**src/rtl/i2c_pkg.sv**
```systemverilog
// Shared definitions for the I2C bit-level controller.
//   i2c_cmd_t      : 3-bit command code carried on the command handshake
//   I2C_CMD_*      : command encodings (codes 5..7 behave as NOP)
//   bit_state_e    : bit-sequencer FSM states
//   cmd_needs_bus  : true for commands that are only legal while the bus is owned
package i2c_pkg;

  typedef logic [2:0] i2c_cmd_t;

  localparam i2c_cmd_t I2C_CMD_NOP   = 3'd0;
  localparam i2c_cmd_t I2C_CMD_START = 3'd1;
  localparam i2c_cmd_t I2C_CMD_STOP  = 3'd2;
  localparam i2c_cmd_t I2C_CMD_WRITE = 3'd3;
  localparam i2c_cmd_t I2C_CMD_READ  = 3'd4;

  // Each primitive walks one full quarter-phase cycle of the generator.
  typedef enum logic [2:0] {
    StIdle,
    StWaitDr,
    StWaitSr,
    StWaitDf,
    StWaitSf
  } bit_state_e;

  function automatic logic cmd_needs_bus(input i2c_cmd_t c);
    return (c == I2C_CMD_STOP) || (c == I2C_CMD_WRITE) || (c == I2C_CMD_READ);
  endfunction

endpackage

```
**src/rtl/i2c_bit_ctrl_if.sv**
```systemverilog
// Command/response channel between the byte-level controller (master) and
// the bit-level controller (slave).
//   cmd, cmd_valid, din          : command request, din sampled with the command
//   cmd_ready                    : command accepted when valid & ready
//   rsp_valid                    : one-cycle completion pulse
//   dout, rsp_err, arb_lost      : per-bit results, valid with rsp_valid
interface i2c_bit_ctrl_if;
  import i2c_pkg::*;

  i2c_cmd_t cmd;
  logic     cmd_valid;
  logic     cmd_ready;
  logic     din;
  logic     rsp_valid;
  logic     dout;
  logic     rsp_err;
  logic     arb_lost;

  modport master (
    output cmd, cmd_valid, din,
    input  cmd_ready, rsp_valid, dout, rsp_err, arb_lost
  );

  modport slave (
    input  cmd, cmd_valid, din,
    output cmd_ready, rsp_valid, dout, rsp_err, arb_lost
  );

endinterface

```
**src/rtl/i2c_edge_sync.sv**
```systemverilog
// Synchronizer plus registered edge strobes for one generator phase clock.
//   clk, rst_n : system clock, asynchronous active-low reset
//   sig        : asynchronous phase clock from the generator
//   level      : synchronized level, aligned with the strobes
//   rise, fall : one-cycle strobes, SYNC_STAGES+1 cycles after the input edge
module i2c_edge_sync #(
  parameter int unsigned SYNC_STAGES = 2
) (
  input  logic clk,
  input  logic rst_n,
  input  logic sig,
  output logic level,
  output logic rise,
  output logic fall
);

  logic [SYNC_STAGES-1:0] sync_q;
  logic                   prev_q;

  // Flops reset high so a released line is the assumed idle level.
  always_ff @(posedge clk or negedge rst_n) begin
    if (!rst_n) begin
      sync_q <= '1;
      prev_q <= 1'b1;
      rise   <= 1'b0;
      fall   <= 1'b0;
    end else begin
      sync_q <= {sync_q[SYNC_STAGES-2:0], sig};
      prev_q <= sync_q[SYNC_STAGES-1];
      rise   <= sync_q[SYNC_STAGES-1] & ~prev_q;
      fall   <= ~sync_q[SYNC_STAGES-1] & prev_q;
    end
  end

  assign level = prev_q;

endmodule

```
**src/rtl/i2c_bit_ctrl.sv**
```systemverilog
// I2C bit-level controller: runs one START/STOP/WRITE/READ primitive per
// command, paced by the quarter-phase sclk/dclk waveforms of the clock generator.
//   clk, rst_n     : system clock, asynchronous active-low reset
//   sclk, dclk     : generator phase clocks
//   clk_en         : generator enable
//   scl_i, sda_i   : pad inputs
//   scl_oe, sda_oe : open-drain enables, 1 pulls the line low
//   bus            : command/response channel (slave side)
// Build option: define I2C_BIT_ARB_EN to enable arbitration-loss detection.
module i2c_bit_ctrl
  import i2c_pkg::*;
#(
  parameter int unsigned SYNC_STAGES = 2
) (
  input  logic           clk,
  input  logic           rst_n,
  input  logic           sclk,
  input  logic           dclk,
  output logic           clk_en,
  input  logic           scl_i,
  input  logic           sda_i,
  output logic           scl_oe,
  output logic           sda_oe,
  i2c_bit_ctrl_if.slave  bus
);

`ifdef I2C_BIT_ARB_EN
  localparam bit ArbEn = 1'b1;
`else
  localparam bit ArbEn = 1'b0;
`endif

  logic s_level, s_rise, s_fall;
  logic d_level, d_rise, d_fall;

  i2c_edge_sync #(.SYNC_STAGES(SYNC_STAGES)) u_sclk_sync (
    .clk   (clk),
    .rst_n (rst_n),
    .sig   (sclk),
    .level (s_level),
    .rise  (s_rise),
    .fall  (s_fall)
  );

  i2c_edge_sync #(.SYNC_STAGES(SYNC_STAGES)) u_dclk_sync (
    .clk   (clk),
    .rst_n (rst_n),
    .sig   (dclk),
    .level (d_level),
    .rise  (d_rise),
    .fall  (d_fall)
  );

  // SCL pad readback and the dclk level are not needed by this block.
  logic unused_sigs;
  assign unused_sigs = scl_i ^ d_level;

  bit_state_e state_q;
  i2c_cmd_t   cmd_q;
  logic       din_q, owned_q, rsp_valid_q, rsp_err_q, arb_lost_q, dout_q;
  logic       accept, lost;

  assign accept = bus.cmd_valid & bus.cmd_ready;

  // Only meaningful at d_fall, when SDA should be released by us.
  assign lost = ArbEn && ((cmd_q == I2C_CMD_START) || ((cmd_q == I2C_CMD_WRITE) && din_q))
                && !sda_i;

  always_ff @(posedge clk or negedge rst_n) begin
    if (!rst_n) begin
      state_q     <= StIdle;
      cmd_q       <= I2C_CMD_NOP;
      din_q       <= 1'b0;
      owned_q     <= 1'b0;
      rsp_valid_q <= 1'b0;
      rsp_err_q   <= 1'b0;
      arb_lost_q  <= 1'b0;
      dout_q      <= 1'b0;
      scl_oe      <= 1'b0;
      sda_oe      <= 1'b0;
    end else begin
      rsp_valid_q <= 1'b0;
      scl_oe      <= owned_q & ((state_q == StIdle) | ~s_level);
      unique case (state_q)
        StIdle: begin
          if (accept) begin
            cmd_q      <= bus.cmd;
            din_q      <= bus.din;
            rsp_err_q  <= 1'b0;
            arb_lost_q <= 1'b0;
            if ((bus.cmd == I2C_CMD_START) || (owned_q && cmd_needs_bus(bus.cmd))) begin
              state_q <= StWaitDr;
            end else begin
              // NOP or illegal: answer at once, bus untouched.
              rsp_valid_q <= 1'b1;
              rsp_err_q   <= cmd_needs_bus(bus.cmd);
            end
          end
        end
        StWaitDr: begin
          if (d_rise) begin
            state_q <= StWaitSr;
            case (cmd_q)
              I2C_CMD_START, I2C_CMD_READ: sda_oe <= 1'b0;
              I2C_CMD_STOP:                sda_oe <= 1'b1;
              I2C_CMD_WRITE:               sda_oe <= ~din_q;
              default: ;
            endcase
          end
        end
        StWaitSr: begin
          if (s_rise) state_q <= StWaitDf;
        end
        StWaitDf: begin
          if (d_fall) begin
            state_q <= StWaitSf;
            if (lost) begin
              arb_lost_q <= 1'b1;
              owned_q    <= 1'b0;
              sda_oe     <= 1'b0;
              scl_oe     <= 1'b0;
            end else begin
              case (cmd_q)
                I2C_CMD_START: sda_oe <= 1'b1;
                I2C_CMD_STOP:  sda_oe <= 1'b0;
                I2C_CMD_READ:  dout_q <= sda_i;
                default: ;
              endcase
            end
          end
        end
        StWaitSf: begin
          if (s_fall) begin
            state_q     <= StIdle;
            rsp_valid_q <= 1'b1;
            // Override the lagging default so SCL has no glitch at ownership change.
            if (!arb_lost_q) begin
              case (cmd_q)
                I2C_CMD_START: begin
                  owned_q <= 1'b1;
                  scl_oe  <= 1'b1;
                end
                I2C_CMD_STOP: begin
                  owned_q <= 1'b0;
                  scl_oe  <= 1'b0;
                end
                default: ;
              endcase
            end
          end
        end
      endcase
    end
  end

  assign bus.cmd_ready = (state_q == StIdle) & ~rsp_valid_q;
  assign bus.rsp_valid = rsp_valid_q;
  assign bus.rsp_err   = rsp_err_q;
  assign bus.arb_lost  = arb_lost_q;
  assign bus.dout      = dout_q;
  assign clk_en        = owned_q | (state_q != StIdle);

endmodule
```
**src/flat_wrapper.sv**
```systemverilog
// flat-port wrapper written by rule: the top's interface ports become plain ports
module i2c_bit_ctrl_flat import i2c_pkg::*;
#(
  parameter int unsigned SYNC_STAGES = 2
)
  (clk, rst_n, sclk, dclk, clk_en, scl_i, sda_i, scl_oe, sda_oe, bus_cmd, bus_cmd_valid, bus_din, bus_cmd_ready, bus_rsp_valid, bus_dout, bus_rsp_err, bus_arb_lost);
  i2c_bit_ctrl_if bus_i ();
  input  logic clk;
  input  logic rst_n;
  input  logic sclk;
  input  logic dclk;
  output logic clk_en;
  input  logic scl_i;
  input  logic sda_i;
  output logic scl_oe;
  output logic sda_oe;
  input wire logic [$bits(bus_i.cmd)-1:0] bus_cmd;
  input wire logic [$bits(bus_i.cmd_valid)-1:0] bus_cmd_valid;
  input wire logic [$bits(bus_i.din)-1:0] bus_din;
  output wire logic [$bits(bus_i.cmd_ready)-1:0] bus_cmd_ready;
  output wire logic [$bits(bus_i.rsp_valid)-1:0] bus_rsp_valid;
  output wire logic [$bits(bus_i.dout)-1:0] bus_dout;
  output wire logic [$bits(bus_i.rsp_err)-1:0] bus_rsp_err;
  output wire logic [$bits(bus_i.arb_lost)-1:0] bus_arb_lost;
  assign bus_i.cmd = bus_cmd;
  assign bus_i.cmd_valid = bus_cmd_valid;
  assign bus_i.din = bus_din;
  assign bus_cmd_ready = bus_i.cmd_ready;
  assign bus_rsp_valid = bus_i.rsp_valid;
  assign bus_dout = bus_i.dout;
  assign bus_rsp_err = bus_i.rsp_err;
  assign bus_arb_lost = bus_i.arb_lost;
  i2c_bit_ctrl #(.SYNC_STAGES(SYNC_STAGES)) u_core (.clk(clk), .rst_n(rst_n), .sclk(sclk), .dclk(dclk), .clk_en(clk_en), .scl_i(scl_i), .sda_i(sda_i), .scl_oe(scl_oe), .sda_oe(sda_oe), .bus(bus_i));
endmodule
```
**config.mk**
```make
export PLATFORM = sky130hd
export DESIGN_NAME = i2c_bit_ctrl_flat
export DESIGN_NICKNAME = d
export VERILOG_FILES = /design/src/rtl/i2c_pkg.sv /design/src/rtl/i2c_bit_ctrl_if.sv /design/src/rtl/i2c_edge_sync.sv /design/src/rtl/i2c_bit_ctrl.sv /design/src/flat_wrapper.sv
export SDC_FILE = /design/constraint.sdc
export NUM_CORES = 1
export LEC_CHECK = 0
export ABC_AREA = 1
export BUFFER_PORTS_ARGS = -buffer_cell sky130_fd_sc_hd__buf_2
export CORE_AREA = 3 3 45 57
export CTS_CLUSTER_DIAMETER = 200
export DETAILED_ROUTE_END_ITERATION = 10
export DIE_AREA = 0 0 48 60
export GPL_ROUTABILITY_DRIVEN = 0
export PLACE_DENSITY = 0.7
export RECOVER_POWER = 25
export SYNTH_ARGS = -nofsm -noshare
export SYNTH_HDL_FRONTEND = slang
export SYNTH_SLANG_ARGS = --single-unit
```
**constraint.sdc**
```tcl
create_clock -name clk -period 2.61 [get_ports clk]
set_input_delay 0.1305 -clock clk [delete_from_list [all_inputs] [get_ports clk]]
set_output_delay 0.1305 -clock clk [all_outputs]
set_load 0.02 [all_outputs]
```
=== Word-level counts from Yosys, hierarchy flattened ===
Index checks and enable logic that the tools add are counted.
W data, S select, Z words.

* Equal/unequal tests: 20
* Mux-type cells: 20
* Bitwise gates (word level): 15
* Reduce and logical (&&, ||, !) cells: 14

{| class="wikitable"
|+ Operators with widths
! operator !! number
|-
| $eq A3 B2 Y1 const B || 6
|-
| $mux W3 || 6
|-
| $pmux W3 S5 || 1
|-
| $ne A2 B2 Y1 const B || 5
|-
| $eq A3 B1 Y1 const B || 3
|-
| $eq A3 B3 Y1 const B || 3
|-
| $mux W1 || 8
|-
| $pmux W1 S2 || 4
|-
| $and A1 B1 Y1 || 7
|-
| $not A1 Y1 || 6
|-
| $reduce_and A3 Y1 || 2
|-
| $reduce_and A6 Y1 || 1
|-
| $reduce_and A5 Y1 || 1
|-
| $ne A4 B1 Y1 const B || 1
|-
| $reduce_bool A2 Y1 || 2
|-
| $logic_not A3 Y1 || 1
|-
| $logic_or A1 B1 Y1 || 3
|-
| $ne A3 B1 Y1 const B || 1
|-
| $pmux W1 S3 || 1
|-
| $reduce_bool A3 Y1 || 1
|-
| $ne A2 B1 Y1 const B || 1
|-
| $or A1 B1 Y1 || 2
|-
| $reduce_and A2 Y1 || 1
|-
| $reduce_or A2 Y1 || 1
|-
| $logic_and A1 B1 Y1 || 1
|}

* Flip-flop bits (word level): 23
* Bits of input ports: 11

=== Logic depth before layout (Yosys ltp) ===
Gate-level depths: netlist of the first run.

* Depth in word-level cells: 8
* Gate-level depth with buffers: 8
* Depth with buffers taken out: 8

=== Modules after synthesis ===
A second synthesis of the first run with hierarchy kept.

* Cell total of the unflattened synthesis: 125
* Area total of the unflattened synthesis: 1032.2 um^2

{| class="wikitable"
|+ Modules (own cells, without submodules)
! module !! instances !! cells each !! area each (um^2)
|-
| i2c_bit_ctrl || 1 || 107 || 744.5
|-
| i2c_edge_sync || 2 || 9 || 143.9
|}

=== Worst setup path before layout of the first run ===
No wires, ideal clock.

* Path type: register to register
* Start: reg u_core.state_q[1]
* End: reg u_core.state_q[1]
* Arrival time: 1227 ps
* Data required time: 2493 ps
* Path slack: 1266 ps
* Stages on the path, launching flop included: 9
* Path buffers: 0
* Period minus slack after synthesis: 1344 ps
* Cells stage by stage: dfrtp_1 -> nor2_2 -> nand2_1 -> nor2_2 -> nand2_2 -> nand2_1 -> nand3_1 -> nand2_1 -> nand2_1

* Word-level cells in the longest chain between the ends: 5
* Elaborated cells between the ends (all ways): 15
* Classes of those cells: 10 x eq/ne; 1 x mux; 2 x bitwise; 2 x reduce/logical

{| class="wikitable"
|+ Ends and longest elaborated chain
! element !! RTL line !! RTL
|-
| start: declaration || i2c_bit_ctrl.sv:58 || <nowiki>bit_state_e state_q;</nowiki>
|-
| start signal: assignment || i2c_bit_ctrl.sv:71 || <nowiki>state_q <= StIdle;</nowiki>
|-
| start signal: assignment || i2c_bit_ctrl.sv:92 || <nowiki>state_q <= StWaitDr;</nowiki>
|-
| start signal: assignment || i2c_bit_ctrl.sv:102 || <nowiki>state_q <= StWaitSr;</nowiki>
|-
| $logic_not A3 Y1 || i2c_bit_ctrl.sv:156 || <nowiki>assign bus.cmd_ready = (state_q == StIdle) & ~rsp_valid_q;</nowiki>
|-
| $and A1 B1 Y1 || i2c_bit_ctrl.sv:156 ||
|-
| net bus_cmd_ready || flat_wrapper.sv:20 || <nowiki>output wire logic [$bits(bus_i.cmd_ready)-1:0] bus_cmd_ready;</nowiki>
|-
| $and A1 B1 Y1 || i2c_bit_ctrl.sv:63 || <nowiki>assign accept = bus.cmd_valid & bus.cmd_ready;</nowiki>
|-
| $ne A2 B1 Y1 (no source line) || -- ||
|-
| $reduce_and A6 Y1 (no source line) || -- ||
|}

The timed path passes the listed nets, and every way through them passes these cells.
A chain may end at the register's enable or synchronous reset.

=== Final worst setup path of the first run ===
* Start: reg u_core.state_q[1]
* End: out clk_en

* Word-level cells in the longest chain between the ends: 2

{| class="wikitable"
|+ Ends and longest elaborated chain
! element !! RTL line !! RTL
|-
| $reduce_bool A3 Y1 || i2c_bit_ctrl.sv:161 || <nowiki>assign clk_en = owned_q | (state_q != StIdle);</nowiki>
|-
| $or A1 B1 Y1 || i2c_bit_ctrl.sv:161 ||
|-
| end: declaration || flat_wrapper.sv:12 || <nowiki>output logic clk_en;</nowiki>
|}

No other way between the ends.

==> reports/results.ini, run 1 <==
[final_layout]
multiInputGateArea_um2 = 362.8
fill_cells = 185
final_cells = 161
postLayoutCellArea_um2 = 1179
area_delta_synth_final_pct = 15.02
nets = 153
seq_area_um2 = 583.1
drive_gt1_frac = 0.2411
diodes = 0

[logic_synthesis]
yosysTopAreaCellShare = 0.4151
seq_area_frac_synth = 0.5690
synth_top_cell_by_area = dfrtp_1
async_flop_share = 1.000
synthXorXnorAreaFrac = 0
synth_nets = 130
netlist_instances = 119
synthAdderAreaFrac = 0
synth_ff_type = dfrtp_1
synth_edf_count = 0
synthMuxAreaShare = 0.01099
ys_ff_latch = 23
syn_area_um2 = 1025
yosysMostFrequentCell = nand2_1
synth.top_cells.by_count = nand2_1, dfrtp_1, inv_1
synth_area_leaders = dfrtp_1, dfstp_2, nand2_1
ys_warn_count = 0
synth_top_family_by_area = simple AND/OR/NAND/NOR gates
avgSynthCellArea_um2 = 8.611
synth-compound-area-share = 0.06838
synth_cell_types = 18
synth-simple-area-share = 0.2711

[route]
wire_per_inst_um = 11.06
dr_total_vias = 793
ant_nets = 0
route.detailed.drc = 0
drt-initial-drc-count = 24
viasPerCell = 4.925
totalWireLength_um = 1781
firstDrtPassIters = 4

[grt]
antenna_found_initial = 0
overflow = 0
grtUsageMet1 = 0.1988
grt_pass1_wl_um = 3187
gr-max-usage-layer = met2
grt_pass1_vias = 778
grt_use_met2 = 0.2628
use_met3 = 0.01807
grt_usage = 0.1560
grt_max_degree = 24

[clock_network]
clk_latency_ns = 0.30
cts_tree = done
cts_max_path_buffers = 2
cts_buffers = 3
clkTransAtPathRegs_ns = 0.12
cts_sinks = 23
cts_root_buffer = clkbuf_4
cts_resized = 0
cts_max_level = 1

[critical_path]
cp-end-kind = primary output
slowest_stage = dfrtp_1
max_stage_delay_ns = 0.45
cp_common_cell = nand2_1
critPathLaunchType = flop
path_class = flop to primary output
worstPathRequired_ns = 2.48
cp_num_buf_inv = 2
cp_max_fo = 5
critPathArrivalTime_ns = 1.32
path_cells = nor2_2 -> nand2_1 -> inv_1 -> nand2_1 -> buf_2
critPathTopFamily = flip-flops

[sta]
min_period_ns = 1.450
fmax_mhz = 689.5
maxSlewHeadroom = 0.2111
finalSetupViolCount = 0
skew_ns = 0.004694
hold_viol_final = 0
tightestPinTransition_ns = 1.183
rsz0062_at_grt = false
setup_tns_ns = 0
maxSlewViolCount = 0
finalCritPeriodShare = 0.5557

[power]
swShare = 0.4222
finalPower_mw = 1.184
power.net_switching_mw = 0.4999
p_int_mw = 0.6840
vdd_drop_max_v = 0.0005224
p_leak_nw = 0.6173
seq_power_share = 0.425
p_per_area_nw_per_um2 = 1005
power_frac_clock = 0.135
comb_power_share = 0.439

[floorplanning]
num_rows = 18
fp.dieW_um = 48
start_util = 0.5056
die_y_um = 60
io_pins = 19
die_area_um2 = 2880
core_area_um2 = 2027

[place]
hpwl_um = 1394
placed_area_um2 = 1122
numPortBuffers = 16
dp_cells = 154

[flow_run]
max-cap-violations = 0

[worst_hold_path]
hold_class = primary input to flop

[run_status]
outcome = completed

-- stage by stage --
step           utilization  hold WS [ns]  setup slack [ns]
2_1_floorplan            -       -0.1651             1.266
3_3_place_gp        0.5537        0.1240             1.323
3_5_place_dp        0.5537        0.1280             1.296
4_1_cts             0.5821       0.01498             1.140
5_1_grt             0.5815       0.02497             1.009
6_report            0.5815       0.02056             1.160
-- logic make-up (layout without fill, tap and decap cells) --
kind of cell / Yosys count / count (layout)
AOI/OAI and AO/OA: 14 / 14
buffers and inverters: 20 / 42
DFF: 23 / 23
muxes: 1 / 1
other: 1 / 1
and+or+nand+nor: 60 / 60
-- worst paths after layout --
path / slack, ns / from / cells after the start / end
setup reg to reg: 1.28 / u_core.state_q[1]$_DFFE_PN0P_ / 8 / u_core.state_q[1]$_DFFE_PN0P_
hold / removal: 0.02 / bus_din / 3 / u_core.din_q$_DFFE_PN0P_
max in group asynchronous: 1.34 / rst_n / 2 / u_core.u_dclk_sync.fall$_DFF_PN0_
setup / recovery: 1.16 / u_core.state_q[1]$_DFFE_PN0P_ / 5 / clk_en
min in group asynchronous: 0.57 / rst_n / 2 / u_core.din_q$_DFFE_PN0P_
hold reg to reg: 0.37 / u_core.u_dclk_sync.sync_q[0]$_DFF_PN1_ / 0 / u_core.u_dclk_sync.sync_q[1]$_DFF_PN1_
-- tightest hold or removal path, delay by kind of cell --
family          cells  cell delay, ns
compound gates      1            0.05
buf+inv             1            0.08
simple gates        1            0.04
-- power groups by stage --
| stage | combinational, mW | sequential, mW | clock [mW] |
|---|---|---|---|
| 2_1_floorplan | 0.361 | 0.535 | 0 |
| 3_3_place_gp | 0.512 | 0.506 | 0 |
| 3_5_place_dp | 0.521 | 0.511 | 0 |
| 4_1_cts | 0.526 | 0.504 | 0.168 |
| 5_1_grt | 0.598 | 0.517 | 0.184 |
| 6_report | 0.520 | 0.504 | 0.160 |
-- layout by cell type, fill, tap and decap left out, types with 2 or more instances in the layout --
master / count
inv_2: 2
clkbuf_4: 3
nor2_2: 4
dlygate4sd3_1: 3
nand3_1: 10
nand4_1: 4
dfstp_2: 4
buf_2: 15
nand2_2: 2
inv_1: 17
nor2_1: 12
dfrtp_1: 17
dfstp_1: 2
o21ai_0: 13
nand2_1: 25
-- routing by layer --
metal,wire [µm],vias to the layer above,part of all wire
li1,-,415,-
met1,765,360,0.43
met2,927,16,0.52
met3,75,2,0.042
met4,12,0,0.0067
met5,0,-,0
-- final cells by class --
| type | instances | share of cell area |
|---|---|---|
| sequential | 23 | 0.4947 |
| multi-input combinational | 76 | 0.3079 |
| timing repair buffer | 19 | 0.09236 |
| inverter | 19 | 0.06051 |
| tap | 20 | 0.02123 |
| clock buffer | 3 | 0.01911 |
| clock inverter | 1 | 0.004246 |
-- registers in the layout, summed over array words and instances, names as in the netlist, 2 cells and up --
name                       cells
u_core.u_dclk_sync.sync_q      2
u_core.u_sclk_sync.sync_q      2
u_core.cmd_q                   3
u_core.state_q                 3
-- what timing repair did --
| action | 4_1_cts | 5_1_grt |
|---|---|---|
| buffers inserted | 0 | 0 |
| hold buffers | 3 | 0 |
| hold endpoints to repair | 19 | 0 |
(Power assumes the default switching activity.)
==> inputs of run 2 (changes only) <==
--- a/config.mk
+++ b/config.mk
@@ -5,7 +5,7 @@
 export SDC_FILE = /design/constraint.sdc
 export NUM_CORES = 1
 export LEC_CHECK = 0
-export ABC_AREA = 1
+export ABC_AREA = 0
 export BUFFER_PORTS_ARGS = -buffer_cell sky130_fd_sc_hd__buf_2
 export CORE_AREA = 3 3 45 57
 export CTS_CLUSTER_DIAMETER = 200
==> constraint.sdc (replaced) <==
create_clock -name clk -period 1.5 [get_ports clk]
set_input_delay 0.075 -clock clk [delete_from_list [all_inputs] [get_ports clk]]
set_output_delay 0.075 -clock clk [all_outputs]
set_load 0.02 [all_outputs]
==> reports/results.ini, run 2 <==
[run_status]
violations = setup timing
outcome = finished with violations  ; was completed

[worst_hold_path]
min_from = bus_cmd_valid  ; was bus_din
min_to = u_core.state_q[0]$_DFFE_PN0P_  ; was u_core.din_q$_DFFE_PN0P_
hold_class = primary input to flop  ; unchanged
holdPathStages = 3  ; unchanged

[logic_synthesis]
avgSynthCellArea_um2 = 11.50  ; was 8.611 µm²
netlist_instances = 88  ; was 119
yosysTopAreaCellShare = 0.4203  ; was 0.4151
syn_area_um2 = 1012  ; was 1025 µm²
synthAdderAreaFrac = 0  ; unchanged
synth_nets = 99  ; was 130
async_flop_share = 1.000  ; unchanged
ys_ff_latch = 23  ; unchanged
yosysMostFrequentCell = dfrtp_1  ; was nand2_1
synth_cell_types = 33  ; was 18
synthMuxAreaShare = 0.1014  ; was 0.01099
synthXorXnorAreaFrac = 0.008653  ; was 0
synth-compound-area-share = 0.09147  ; was 0.06838
ys_warn_count = 0  ; unchanged
synth_ff_type = dfrtp_1  ; unchanged
seq_area_frac_synth = 0.5760  ; was 0.5690
synth_area_leaders = dfrtp_1, dfstp_2, mux2_2  ; was dfrtp_1, dfstp_2, nand2_1
synth.top_cells.by_count = dfrtp_1, nand2_1, dfstp_2, mux2_2, nor2_1  ; was nand2_1, dfrtp_1, inv_1
synth_top_cell_by_area = dfrtp_1  ; unchanged
synth-simple-area-share = 0.1928  ; was 0.2711
synth_top_family_by_area = simple AND/OR/NAND/NOR gates  ; unchanged
synth_edf_count = 0  ; unchanged

[route]
drt-initial-drc-count = 9  ; was 24
firstDrtPassIters = 4  ; unchanged
wire_per_inst_um = 12.94  ; was 11.06 µm
ant_nets = 0  ; unchanged
route.detailed.drc = 0  ; unchanged
viasPerCell = 5.266  ; was 4.925
totalWireLength_um = 1799  ; was 1781 µm
dr_total_vias = 732  ; was 793

[final_layout]
area_delta_synth_final_pct = 26.21  ; was 15.02%
drive_gt1_frac = 0.4370  ; was 0.2411
final_common_cell = dfrtp_1  ; was nand2_1
fill_cells = 160  ; was 185
nets = 131  ; was 153
final_cells = 139  ; was 161
postLayoutCellArea_um2 = 1277  ; was 1179 µm²
diodes = 0  ; unchanged
final_cell_mix = dfrtp_1, buf_2, nand2_1, buf_4  ; was nand2_1, inv_1, dfrtp_1
reg_top3 = u_core.cmd_q (3), u_core.state_q (3)  ; unchanged

[clock_network]
cts_max_level = 1  ; unchanged
cts_tree = done  ; unchanged
cts_buffers = 3  ; unchanged
cts_max_path_buffers = 2  ; unchanged
cts_root_buffer = clkbuf_4  ; unchanged
clkTransAtPathRegs_ns = 0.12  ; about the same
clk_latency_ns = 0.30  ; about the same
cts_sinks = 23  ; unchanged

[place]
numPortBuffers = 16  ; unchanged
placed_area_um2 = 1147  ; was 1122 µm²
dp_cells = 127  ; was 154
hpwl_um = 1313  ; was 1394 µm
place_ws_ns = 0.03152  ; was 1.296 ns

[sta]
finalWorstSetupSlack_ns = -0.07763  ; was 1.160 ns
finalCritPeriodShare = 1.052
fmax_mhz = 633.9
hold_viol_final = 0  ; unchanged
skew_ns = 0.001023  ; was 0.004694 ns
min_period_ns = 1.578
finalSetupViolCount = 1  ; was 0
setup_tns_ns = -0.07763  ; was 0 ns
tightestPinTransition_ns = 1.163  ; was 1.183 ns
maxSlewViolCount = 0  ; unchanged
rsz0062_at_grt = true  ; was false
maxSlewHeadroom = 0.2246  ; was 0.2111

[floorplanning]
num_rows = 18  ; unchanged
io_pins = 19  ; unchanged
fp.dieW_um = 48  ; unchanged
die_y_um = 60  ; unchanged
die_area_um2 = 2880  ; unchanged
start_util = 0.4994  ; was 0.5056
core_area_um2 = 2027  ; unchanged

[grt]
antenna_found_initial = 0  ; unchanged
grt_usage = 0.1493  ; was 0.1560
grt_pass1_wl_um = 3042  ; was 3187 µm
overflow = 0  ; unchanged
grt_max_degree = 24  ; unchanged
grt_pass1_vias = 722  ; was 778

[critical_path]
rr_worst_depth = 5  ; was 8
cp-end-kind = primary output  ; unchanged
critPathLaunchType = flop  ; unchanged
path_class = flop to primary output  ; unchanged
cp_max_fo = 2  ; was 5
r2r_setup_slack_ns = 0.01  ; was 1.28 ns
reg2reg_from = u_core.state_q[1]$_DFFE_PN0P_  ; unchanged
worstPathRequired_ns = 1.42  ; was 2.48 ns
regToRegEndpoint = u_core.sda_oe$_DFFE_PN0P_  ; was u_core.state_q[1]$_DFFE_PN0P_
critPathArrivalTime_ns = 1.50  ; was 1.32 ns

[flow_run]
max-cap-violations = 0  ; unchanged

[power]
p_per_area_nw_per_um2 = 1640  ; was 1005 nW/µm²
vdd_drop_max_v = 0.0007622  ; was 0.0005224 V
p_leak_nw = 0.5905  ; was 0.6173 nW

[run 2: worst max-delay path, stage by stage (launching register included)]
cell and delay [ns]:
dfrtp_2 0.44, buf_6 0.12, or4_4 0.50, buf_6 0.15
[run 2: cell families (layout without fill, tap and decap cells)]
group / Yosys count / in the layout
simple gates: 35 / 35
flops: 23 / 23
compound gates: 14 / 14
mux: 9 / 9
buf+inv: 5 / 36
other cells: 1 / 1
xor+xnor: 1 / 1
[run 2: worst max path at each step]
stage	start	to	slack, ns	depth (start not counted)
global placement	u_core.cmd_q[0]$_DFFE_PN0P_	u_core.sda_oe$_DFFE_PN0P_	0.09	4
detailed placement	u_core.state_q[1]$_DFFE_PN0P_	u_core.sda_oe$_DFFE_PN0P_	0.03	4
floorplan	u_core.cmd_q[0]$_DFFE_PN0P_	u_core.sda_oe$_DFFE_PN0P_	0.07	4
finish	u_core.state_q[1]$_DFFE_PN0P_	clk_en	-0.08	3
CTS	u_core.state_q[1]$_DFFE_PN0P_	clk_en	-0.10	3
global route	u_core.state_q[1]$_DFFE_PN0P_	clk_en	-0.13	3
[run 2: layout make-up]
class                      count  area [µm²]  area share
inverter                       1       3.754    0.002938
sequential                    23       585.6      0.4584
clock buffer                   3       22.52     0.01763
multi-input combinational     60       421.7      0.3301
timing repair buffer          31       214.0      0.1675
clock inverter                 1       5.005    0.003918
tap                           20       25.02     0.01959
[run 2: power by group]
part           switching [mW]  internal [mW]  total (mW)
Clock                   0.173         0.0994       0.272
Sequential              0.105          0.771       0.876
Combinational           0.448          0.498       0.947
[run 2: per-layer routing]
| layer | wire length, µm | up-vias | track usage |
|---|---|---|---|
| li1 | - | 365 | - |
| met1 | 791 | 347 | 0.1786 |
| met3 | 67 | 4 | 0.03614 |
| met5 | 0 | - | 0 |
| met2 | 911 | 16 | 0.2495 |
| met4 | 29 | 0 | 0.05769 |
[run 2: repair_timing]
| action | 4_1_cts | 5_1_grt |
|---|---|---|
| pin swaps | 2 | 0 |
| setup endpoints to repair | 2 | 8 |
| buffers inserted | 2 | 1 |
| hold buffers | 5 | 0 |
| gates resized for setup | 7 | 2 |
| endpoints found under the hold margin | 21 | 0 |
[run 2: per-stage QoR]
stage	utilization	power [mW]	hold WS, ns
finish	0.6302	2.095	0.03153
global route	0.6302	2.257	0.03119
CTS	0.6241	2.087	0.02208
detailed placement	0.5660	1.718	0.07077
global placement	0.5660	1.693	0.06450
floorplan	-	1.435	-0.2206
